[src/rtl/alu_dr_pkg.sv]
// -----------------------------------------------------------------------------
// alu_dr_pkg
// Shared definitions for the dual-rail ALU sink: pair codes, rail counts,
// FSM state type, decoded-word struct and a rail-to-word decode helper.
// Optional feature macro used by the importers: ALU_DR_SINK_ERR_CHECK_EN.
// -----------------------------------------------------------------------------
package alu_dr_pkg;

   // Pair code {true, false}
   localparam logic [1:0] DR_SPACER  = 2'b00;
   localparam logic [1:0] DR_ONE     = 2'b10;
   localparam logic [1:0] DR_ZERO    = 2'b01;
   localparam logic [1:0] DR_ILLEGAL = 2'b11;

   localparam int N_SUM_BITS = 4;
   localparam int N_PAIRS    = 7;             // 4 sum + cout + neg + zero
   localparam int N_RAILS    = 2 * N_PAIRS;
   localparam int FIFO_DEPTH = 2;

   typedef enum logic {
      WAIT_DATA   = 1'b0,
      WAIT_SPACER = 1'b1
   } sink_state_t;

   typedef struct packed {
      logic [N_SUM_BITS-1:0] sum;
      logic                  cout;
      logic                  neg;
      logic                  zero;
   } dr_word_t;

   // Rail vector layout (LSB first): sum pairs 0..3, cout, neg, zero.
   // The decoded value of a pair is its true rail (upper bit of the pair).
   function automatic dr_word_t dr_decode(input logic [N_RAILS-1:0] rails);
      dr_word_t w;
      for (int i = 0; i < N_SUM_BITS; i++) w.sum[i] = rails[2*i+1];
      w.cout = rails[2*N_SUM_BITS+1];
      w.neg  = rails[2*N_SUM_BITS+3];
      w.zero = rails[2*N_SUM_BITS+5];
      return w;
   endfunction

endpackage

[src/rtl/alu_dr_sink_sync.sv]
// -----------------------------------------------------------------------------
// alu_dr_sync
// Parameterized vector synchronizer: every bit of i_d passes through STAGES
// flops. Synchronous active-high reset clears all stages to 0.
// Ports:
//   clk  - sampling clock
//   rst  - synchronous active-high reset
//   i_d  - asynchronous input vector (WIDTH bits)
//   o_q  - synchronized output vector (WIDTH bits)
// -----------------------------------------------------------------------------
module alu_dr_sync #(
   parameter int WIDTH  = 14,
   parameter int STAGES = 2
) (
   input  logic             clk,
   input  logic             rst,
   input  logic [WIDTH-1:0] i_d,
   output logic [WIDTH-1:0] o_q
);

   logic [STAGES-1:0][WIDTH-1:0] r_sync;

   // NOTE: clocked state is always updated with non-blocking assignments so
   // every flop samples the pre-edge value of its neighbour.
   always_ff @(posedge clk) begin
      if (rst) r_sync <= '0;
      else     r_sync <= {r_sync[STAGES-2:0], i_d};
   end

   assign o_q = r_sync[STAGES-1];

endmodule

[src/rtl/alu_dr_sink.sv]
// -----------------------------------------------------------------------------
// alu_dr_sink
// Synchronous consumer of the asynchronous dual-rail ALU stage. Synchronizes
// the 14 result rails, detects completion / spacer, drives the four-phase
// return-to-zero acknowledge and buffers decoded words in a 2-entry FIFO.
// Build option: define ALU_DR_SINK_ERR_CHECK_EN to treat 11 pairs as
// incomplete and flag them on err; otherwise err is tied 0 and a pair is
// complete when either rail is high.
// Ports:
//   clk, rst                        - clock, synchronous active-high reset
//   soma_dr[7:0]                    - dual-rail sum (pair i = {[2i+1],[2i]})
//   cout_dr, neg_dr, zero_dr [1:0]  - dual-rail flags {true, false}
//   ack_to_stage                    - registered acknowledge to the ALU stage
//   out_valid / out_ready           - FIFO head handshake
//   out_sum, out_cout, out_neg, out_zero - decoded FIFO head
//   err                             - sticky illegal-code flag
// -----------------------------------------------------------------------------
module alu_dr_sink
   import alu_dr_pkg::*;
#(
   parameter int SYNC_STAGES = 2,
   parameter int DEPTH       = 2
) (
   input  logic                  clk,
   input  logic                  rst,
   input  logic [7:0]            soma_dr,
   input  logic [1:0]            cout_dr,
   input  logic [1:0]            neg_dr,
   input  logic [1:0]            zero_dr,
   output logic                  ack_to_stage,
   output logic                  out_valid,
   input  logic                  out_ready,
   output logic [N_SUM_BITS-1:0] out_sum,
   output logic                  out_cout,
   output logic                  out_neg,
   output logic                  out_zero,
   output logic                  err
);

   logic [N_RAILS-1:0] w_sync;
   logic               w_complete;
   logic               w_spacer;
   logic               w_push;
   logic               w_pop;
   logic               w_full;
   dr_word_t           w_head;
   sink_state_t        r_state;
   sink_state_t        w_state_nxt;

   dr_word_t           r_mem [FIFO_DEPTH];
   logic               r_wr_ptr;
   logic               r_rd_ptr;
   logic [1:0]         r_count;

   alu_dr_sync #(
      .WIDTH  (N_RAILS),
      .STAGES (SYNC_STAGES)
   ) u_sync (
      .clk (clk),
      .rst (rst),
      .i_d ({zero_dr, neg_dr, cout_dr, soma_dr}),
      .o_q (w_sync)
   );

   // ---------------- completion / spacer / illegal detection ----------------
`ifdef ALU_DR_SINK_ERR_CHECK_EN
   logic w_illegal;
   logic r_err;

   // NOTE: every signal written in always_comb gets a default first so no
   // path leaves it unassigned and no latch is inferred.
   always_comb begin
      w_complete = 1'b1;
      w_illegal  = 1'b0;
      for (int p = 0; p < N_PAIRS; p++) begin
         if (w_sync[2*p +: 2] != DR_ONE && w_sync[2*p +: 2] != DR_ZERO)
            w_complete = 1'b0;
         if (w_sync[2*p +: 2] == DR_ILLEGAL)
            w_illegal = 1'b1;
      end
   end

   always_ff @(posedge clk) begin
      if (rst)            r_err <= 1'b0;
      else if (w_illegal) r_err <= 1'b1;
   end

   assign err = r_err;
`else
   always_comb begin
      w_complete = 1'b1;
      for (int p = 0; p < N_PAIRS; p++) begin
         if (w_sync[2*p +: 2] == DR_SPACER) w_complete = 1'b0;
      end
   end

   assign err = 1'b0;
`endif

   assign w_spacer = (w_sync == '0);

   // ---------------- handshake FSM ----------------
   always_ff @(posedge clk) begin
      if (rst) r_state <= WAIT_DATA;
      else     r_state <= w_state_nxt;
   end

   always_comb begin
      w_state_nxt = r_state;
      case (r_state)
         WAIT_DATA:   if (w_push)   w_state_nxt = WAIT_SPACER;
         WAIT_SPACER: if (w_spacer) w_state_nxt = WAIT_DATA;
         default:                   w_state_nxt = WAIT_DATA;
      endcase
   end

   // A full FIFO may still accept a word in the same cycle it pops one.
   always_comb begin
      ack_to_stage = (r_state == WAIT_SPACER);
      w_push       = (r_state == WAIT_DATA) && w_complete && (!w_full || w_pop);
   end

   // ---------------- 2-entry FIFO ----------------
   assign w_full    = (r_count == 2'(DEPTH));
   assign out_valid = (r_count != 2'd0);
   assign w_pop     = out_valid && out_ready;

   // NOTE: the storage is reset as well, so the head outputs read 0 after
   // reset instead of power-up garbage.
   always_ff @(posedge clk) begin
      if (rst) begin
         r_mem[0] <= '0;
         r_mem[1] <= '0;
         r_wr_ptr <= 1'b0;
         r_rd_ptr <= 1'b0;
         r_count  <= 2'd0;
      end else begin
         if (w_push) begin
            r_mem[r_wr_ptr] <= dr_decode(w_sync);
            r_wr_ptr        <= ~r_wr_ptr;
         end
         if (w_pop) r_rd_ptr <= ~r_rd_ptr;
         case ({w_push, w_pop})
            2'b10:   r_count <= r_count + 2'd1;
            2'b01:   r_count <= r_count - 2'd1;
            default: r_count <= r_count;
         endcase
      end
   end

   assign w_head   = r_mem[r_rd_ptr];
   assign out_sum  = w_head.sum;
   assign out_cout = w_head.cout;
   assign out_neg  = w_head.neg;
   assign out_zero = w_head.zero;

endmodule

[config.mk]
export PLATFORM = sky130hd
export DESIGN_NAME = alu_dr_sink
export DESIGN_NICKNAME = d
export VERILOG_FILES = /design/src/rtl/alu_dr_pkg.sv /design/src/rtl/alu_dr_sink_sync.sv /design/src/rtl/alu_dr_sink.sv
export SDC_FILE = /design/constraint.sdc
export NUM_CORES = 1
export LEC_CHECK = 0
export CORE_AREA = 2 2 52 79
export DETAILED_ROUTE_END_ITERATION = 8
export DIE_AREA = 0 0 54 81
export GPL_TIMING_DRIVEN = 1
export PLACE_DENSITY = 0.72
export SETUP_SLACK_MARGIN = 0.4
export SLEW_MARGIN = 0
export SYNTH_ARGS = -nofsm -noshare
export SYNTH_HDL_FRONTEND = slang
export SYNTH_SLANG_ARGS = --single-unit
[constraint.sdc]
create_clock -name clk -period 2.66 [get_ports clk]
set_input_delay 0.266 -clock clk [delete_from_list [all_inputs] [get_ports clk]]
set_output_delay 0.266 -clock clk [all_outputs]
set_load 0.02 [all_outputs]
# --- Yosys cells after proc, flatten, opt, wreduce, memory -nomap -nowiden ---
# Memory sizes are Yosys's and may differ from the RTL's. A register that Yosys moved wholly into a read port is not among the register bits.
# Cells that the tools add are included.
op_classes:
  add_sub_neg: 2
  n_eq_ne: 3
  n_mux: 20
  bitwise_logic: 3
  reduce_logical: 16
ops:
  columns: ["op", "count"]
  rows:
  - ["2-to-1 mux 1 bit", 17]
  - ["logical NOT 14 bit", 1]
  - ["logical NOT 2 bit", 7]
  - ["2-to-1 mux 7 bit", 1]
  - ["OR reduction 7 bit", 1]
  - ["equality test 2 bit (second input constant)", 2]
  - ["one-hot mux 2 bit (2 select lines)", 1]
  - ["nonzero test 2 bit", 2]
  - ["logical AND 1 bit", 3]
  - ["inverter 1 bit", 3]
  - ["adder 2 x 1 -> 2 bit (second input constant)", 1]
  - ["equality test 2 x 1 -> 1 bit (second input constant)", 1]
  - ["one-hot mux 1 bit (2 select lines)", 1]
  - ["subtractor 2 x 1 -> 2 bit (second input constant)", 1]
  - ["logical NOT 1 bit", 1]
  - ["logical OR 1 bit", 1]
word_totals:
  register_bits: 33
  ram_bits: 14
  word_cells: 51
  memories: 1
memory_table:
  columns: ["memory", "depth", "width", "read_ports", "rd_clocked_by_memory_dff", "write_ports", "line", "text"]
  rows:
  - ["r_mem", 2, 7, 1, 1, 2, "alu_dr_sink.sv:50", "dr_word_t r_mem [FIFO_DEPTH];"]

# --- Depth between registers and ports, before layout ---
logic_depth:
  depth_word: 15
  ltp_mapped: 8
  mapped_depth_nobuf: 7

# --- By module ---
# A second synthesis with hierarchy kept.
unflattened:
  cells_unflattened: 158
  hier_area_um2: 1886.8
modules_own_cells:
  columns: ["module", "n_inst", "cells_each", "area_each_um2", "seq_area_each_um2"]
  rows:
  - ["alu_dr_sink", 1, 86, 1003.5, 540.5]
  - ["alu_dr_sync", 1, 72, 883.3, 560.5]

# --- Least setup slack after synthesis ---
# Ideal clock, no wire load.
synth_timing:
  path_kind: "register -> register"
  from: "register r_state, in the netlist ack_to_stage"
  to: "register r_count[1]"
  arrival_time_ns: 1.876
  setup_slack_ns: 0.714
  stages_incl_launch_ff: 8
  period_less_slack_ns: 1.946
  path_cell_list: "dfxtp_1 > o21bai_1 > nor4_2 > nand2b_1 > buf_6 > ha_1 > or3_1 > a21oi_1"
synth_between:
  elab_chain_len: 5
  word_cells_on_any_way: 7
  classes_between: "2 x eq/ne; 1 x mux; 1 x bitwise; 3 x reduce/logical"
synth_rtl:
  columns: ["element", "line", "text"]
  rows:
  - ["start: declaration", "alu_dr_sink.sv:47", "sink_state_t r_state;"]
  - ["start signal: assignment", "alu_dr_sink.sv:105", "else r_state <= w_state_nxt;"]
  - ["inverter 1 bit (*)", null, null]
  - ["logical AND 1 bit (*) (2 in a row)", "alu_dr_sink.sv:120", "w_push = (r_state == WAIT_DATA) && w_complete && (!w_full || w_pop);"]
  - ["equality test 2 x 1 -> 1 bit / equality test 2 bit (equally long branches)", "alu_dr_sink.sv:143", "case ({w_push, w_pop})"]
  - ["one-hot mux 2 bit (2 select lines) / nonzero test 2 bit (equally long branches)", null, null]
  - ["end signal: assignment", "alu_dr_sink.sv:144", "2'b10: r_count <= r_count + 2'd1;"]
  - ["end signal: assignment", "alu_dr_sink.sv:145", "2'b01: r_count <= r_count - 2'd1;"]
  - ["end signal: assignment", "alu_dr_sink.sv:146", "default: r_count <= r_count;"]
  - ["end: declaration", "alu_dr_sink.sv:53", "logic [1:0] r_count;"]
# Mark *: on every way between the ends. The rest lies on a longest branch, timed or not.
# A chain may end at the register's enable or synchronous reset.

==> out/qor.tcl <==
set qor(run_status) {finished, final reports clean}
set qor(cts.clk_slew.worst_paths_ns) 0.08
set qor(initial_utilization_pct) 46.5
set qor(vdd_ir_drop_max_mv) 0.407
set qor(final_layout_size_suffix_gt1_share_pct) 15.1
set qor(final.setup.tns_ns) 0
set qor(num_rows) 28
set qor(chipWidth_um) 54
set qor(io_buffer_count) 25
set qor(hold_path_depth) 1
set qor(post_drt_wl_per_cell_um) 11.2
set qor(rr_worst_depth) 5
set qor(crit_path_frequent_cell) {sky130_fd_sc_hd__o21bai_1}
set qor(worst_setup_path_end_kind) {flop}
set qor(final_period_minus_worst_setup_slack_ns) 2.08
set qor(final_common_cell) {sky130_fd_sc_hd__dfxtp_1}
set qor(final_net_count) 189
set qor(final_area_um2) 2140
set qor(synth.avg_cell_area_um2) 12.1
set qor(wirelength_um) 2430
set qor(regToRegEndpoint) {r_mem[0][0]$_SDFFCE_PN0P_}
set qor(synth-seq-cells) 48
set qor(layout.cells.most_common_list) {sky130_fd_sc_hd__dfxtp_1 (34), sky130_fd_sc_hd__nor2b_1 (28), sky130_fd_sc_hd__clkdlybuf4s50_1 (25), sky130_fd_sc_hd__edfxtp_1 (14)}
set qor(relSlewSlack_pct) 58.4
set qor(via_count) 1026
set qor(tightest_slew_ns) 0.623
set qor(timing.final.hold_violations) 0
set qor(vias_per_cell) 4.73
set qor(netlist_instances) 145
set qor(first_global_vias) 943
set qor(tritoncts.num_buffers) 5
set qor(rr_startpoint) {ack_to_stage$_SDFF_PP0_}
set qor(number_of_flops_mapped_to_enable_cells_by_yosys) 14
set qor(fin_skew_ns) 0.00571
set qor(placeableCoreArea_um2) 3780
set qor(io_pins) 27
set qor(synth_fp_nets) 163
set qor(post-layout-total-power_w) 0.00132
set qor(path_max_fanout) 11
set qor(grt_start_max_net_pins) 37
set qor(clk_latency_ns) 0.30
set qor(rd_place_congestion) 0.828
set qor(clkSinkCount) 48
set qor(synth.yosys.warnings) 0
set qor(max_freq_ghz) 0.480
set qor(post_dp_cell_area_um2) 2040
set qor(seq_area_frac_synth_pct) 62.6
set qor(residual_antenna_violating_net_count_after_detailed_routing) 0
set qor(min_path_type) {flop to flop}
set qor(diodes) 0
set qor(data_required_time_at_the_worst_endpoint_ns) 2.59
set qor(growth_of_design_area_from_synthesis_to_finish_pct) 21.7
set qor(cts_resized) 0
set qor(die-height_um) 81
set qor(finalMaxSlewViolations) 0
set qor(power_density_nw_per_um2) 617
set qor(drc_errors) 0
set qor(grt_util_all_layers_pct) 12.9
set qor(setup_violations) 0
set qor(place_hpwl_um) 1850
set qor(ys_types) 33
set qor(worstHoldStart) {u_sync.r_sync[0]$_SDFF_PP0_}
set qor(dr.pass1.iters) 2
set qor(worstPathCellList) {o21bai_1, nor4_2, nand2b_1, buf_4, o21bai_1}
set qor(grt_pass1_wl_um) 3850
set qor(internal_reg_to_reg_setup_slack_ns) 0.58
set qor(asyncSetResetFlopFracSynth_pct) 0
set qor(layout.filler_cells) 333
set qor(placed_cells) 209
set qor(initial_antenna_violation_count) 0
set qor(hold_buf_count_cts) 0
set qor(power_leakage_nw) 0.771
set qor(cp_slowest_stage_delay_ns) 0.51
set qor(setup.worst_path.start_class) {flop}
set qor(grt_overflow) 0
set qor(drt-initial-drc-count) 10
set qor(criticalPathCategory) {flop to flop}
set qor(synth_area_um2) 1760
set qor(post_route_non_filler_standard_cell_count) 217
set qor(die_area_um2) 4370
set qor(worstPathArrival_ns) 2.02
set qor(rsz0062_at_grt) {false}
set qor(cts.path.max_buffers) 2
set qor(root_buffer) {sky130_fd_sc_hd__clkbuf_8}
set qor(hold_path_end) {u_sync.o_q[0]$_SDFF_PP0_}
set qor(most_used_flip_flop_cell_after_synthesis) {sky130_fd_sc_hd__dfxtp_1}
set qor(critical_path.slowest_cell) {sky130_fd_sc_hd__o21bai_1}
set qor(tritoncts) {done}
set qor(max-cap-violations) 0
set qor(cts_post_setup_buffers_inserted) 0
set qor(final.period_utilization_pct) 78.4
set qor(cts_htree_levels) 2
==> power breakdown <==
part           internal [W]  switching (W)  total [W]
logic             0.0000433      0.0000311  0.0000744
clock network      0.000241       0.000219   0.000460
registers          0.000776     0.00000996   0.000786
==> worst max path at each step <==
stage               cells after the start                   endpoint                 startpoint  slack [ns]
floorplan                               7    r_count[1]$_SDFFE_PP0P_    ack_to_stage$_SDFF_PP0_        0.71
global placement                        5  r_mem[0][2]$_SDFFCE_PN0P_                  out_ready        0.67
detailed placement                      5  r_mem[0][0]$_SDFFCE_PN0P_                  out_ready        0.58
CTS                                     5  r_mem[0][5]$_SDFFCE_PN0P_    ack_to_stage$_SDFF_PP0_        0.56
global route                            5  r_mem[0][1]$_SDFFCE_PN0P_  u_sync.o_q[13]$_SDFF_PP0_        0.40
finish                                  5  r_mem[0][0]$_SDFFCE_PN0P_    ack_to_stage$_SDFF_PP0_        0.58
==> worst max-delay path: cells and delay by family (launching register included) <==
family	cells	cell delay, ns
AOI/OAI and AO/OA	2	0.69
buffers and inverters	1	0.20
DFF	1	0.34
and+or+nand+nor	2	0.49
==> cells by family (layout without fill, tap and decap cells) <==
group / count (synthesis) / after routing / synth area share [%]
buffers and inverters: 15 / 42 / 3.91
adders and majority gates: 1 / 1 / 0.712
and+or+nand+nor: 61 / 61 / 23.2
other: 1 / 1 / 0.213
xor gates and xnor gates: 3 / 3 / 1.49
AOI/OAI and AO/OA: 8 / 8 / 2.78
muxes: 8 / 8 / 5.05
DFF: 48 / 48 / 62.6
==> sequential cells by signal, summed over array words and instances, names as in the netlist, named ones only <==
| name | count |
|---|---|
| r_mem | 14 |
| u_sync.o_q | 14 |
| u_sync.r_sync | 14 |
| r_count | 2 |
| ack_to_stage | 1 |
| r_rd_ptr | 1 |
| r_wr_ptr | 1 |
==> Yosys cell counts, drive strengths merged, types with 2 or more instances <==
| cell type | n | area [um2] |
|---|---|---|
| dfxtp | 34 | 681 |
| nor2b | 28 | 175 |
| edfxtp | 14 | 420 |
| nor3 | 8 | 75.1 |
| and2 | 7 | 43.8 |
| inv | 7 | 26.3 |
| mux2 | 7 | 78.8 |
| buf | 4 | 27.5 |
| clkbuf | 4 | 15.0 |
| nor2 | 4 | 15.0 |
| nor4 | 4 | 31.3 |
| o22ai | 3 | 18.8 |
| or2 | 3 | 18.8 |
| a21oi | 2 | 10.0 |
| nand2b | 2 | 12.5 |
| nor3b | 2 | 20.0 |
| o21bai | 2 | 15.0 |
| xnor2 | 2 | 17.5 |
==> stage by stage <==
stage                     hold slack [ns]  util [%]  setup slack [ns]
after global placement              0.422      53.8             0.675
final                               0.441      56.5             0.576
after global routing                0.454      56.5             0.400
after floorplan                     0.394         -             0.714
after detailed placement            0.427      53.8             0.577
after CTS                           0.446      56.5             0.555
==> per-layer routing <==
| metal | track usage (%) | share of wire (%) | wire (um) |
|---|---|---|---|
| met5 | 0 | 0 | 0 |
| met4 | 9.75 | 2.7 | 65 |
| met3 | 3.31 | 5.2 | 127 |
| met2 | 23.7 | 56 | 1360 |
| met1 | 11.2 | 36 | 880 |
==> final cells by class <==
class / instances / area (um2) / share of cell area (%)
repair buffers: 27 / 265 / 12.4
clock inverters: 1 / 5.00 / 0.234
inverters: 7 / 26.3 / 1.23
clock buffers: 7 / 97.6 / 4.56
multi-input cells: 82 / 588 / 27.5
well taps: 45 / 56.3 / 2.63
flip-flops and latches: 48 / 1100 / 51.5
Power figures use the tool's default switching activity.
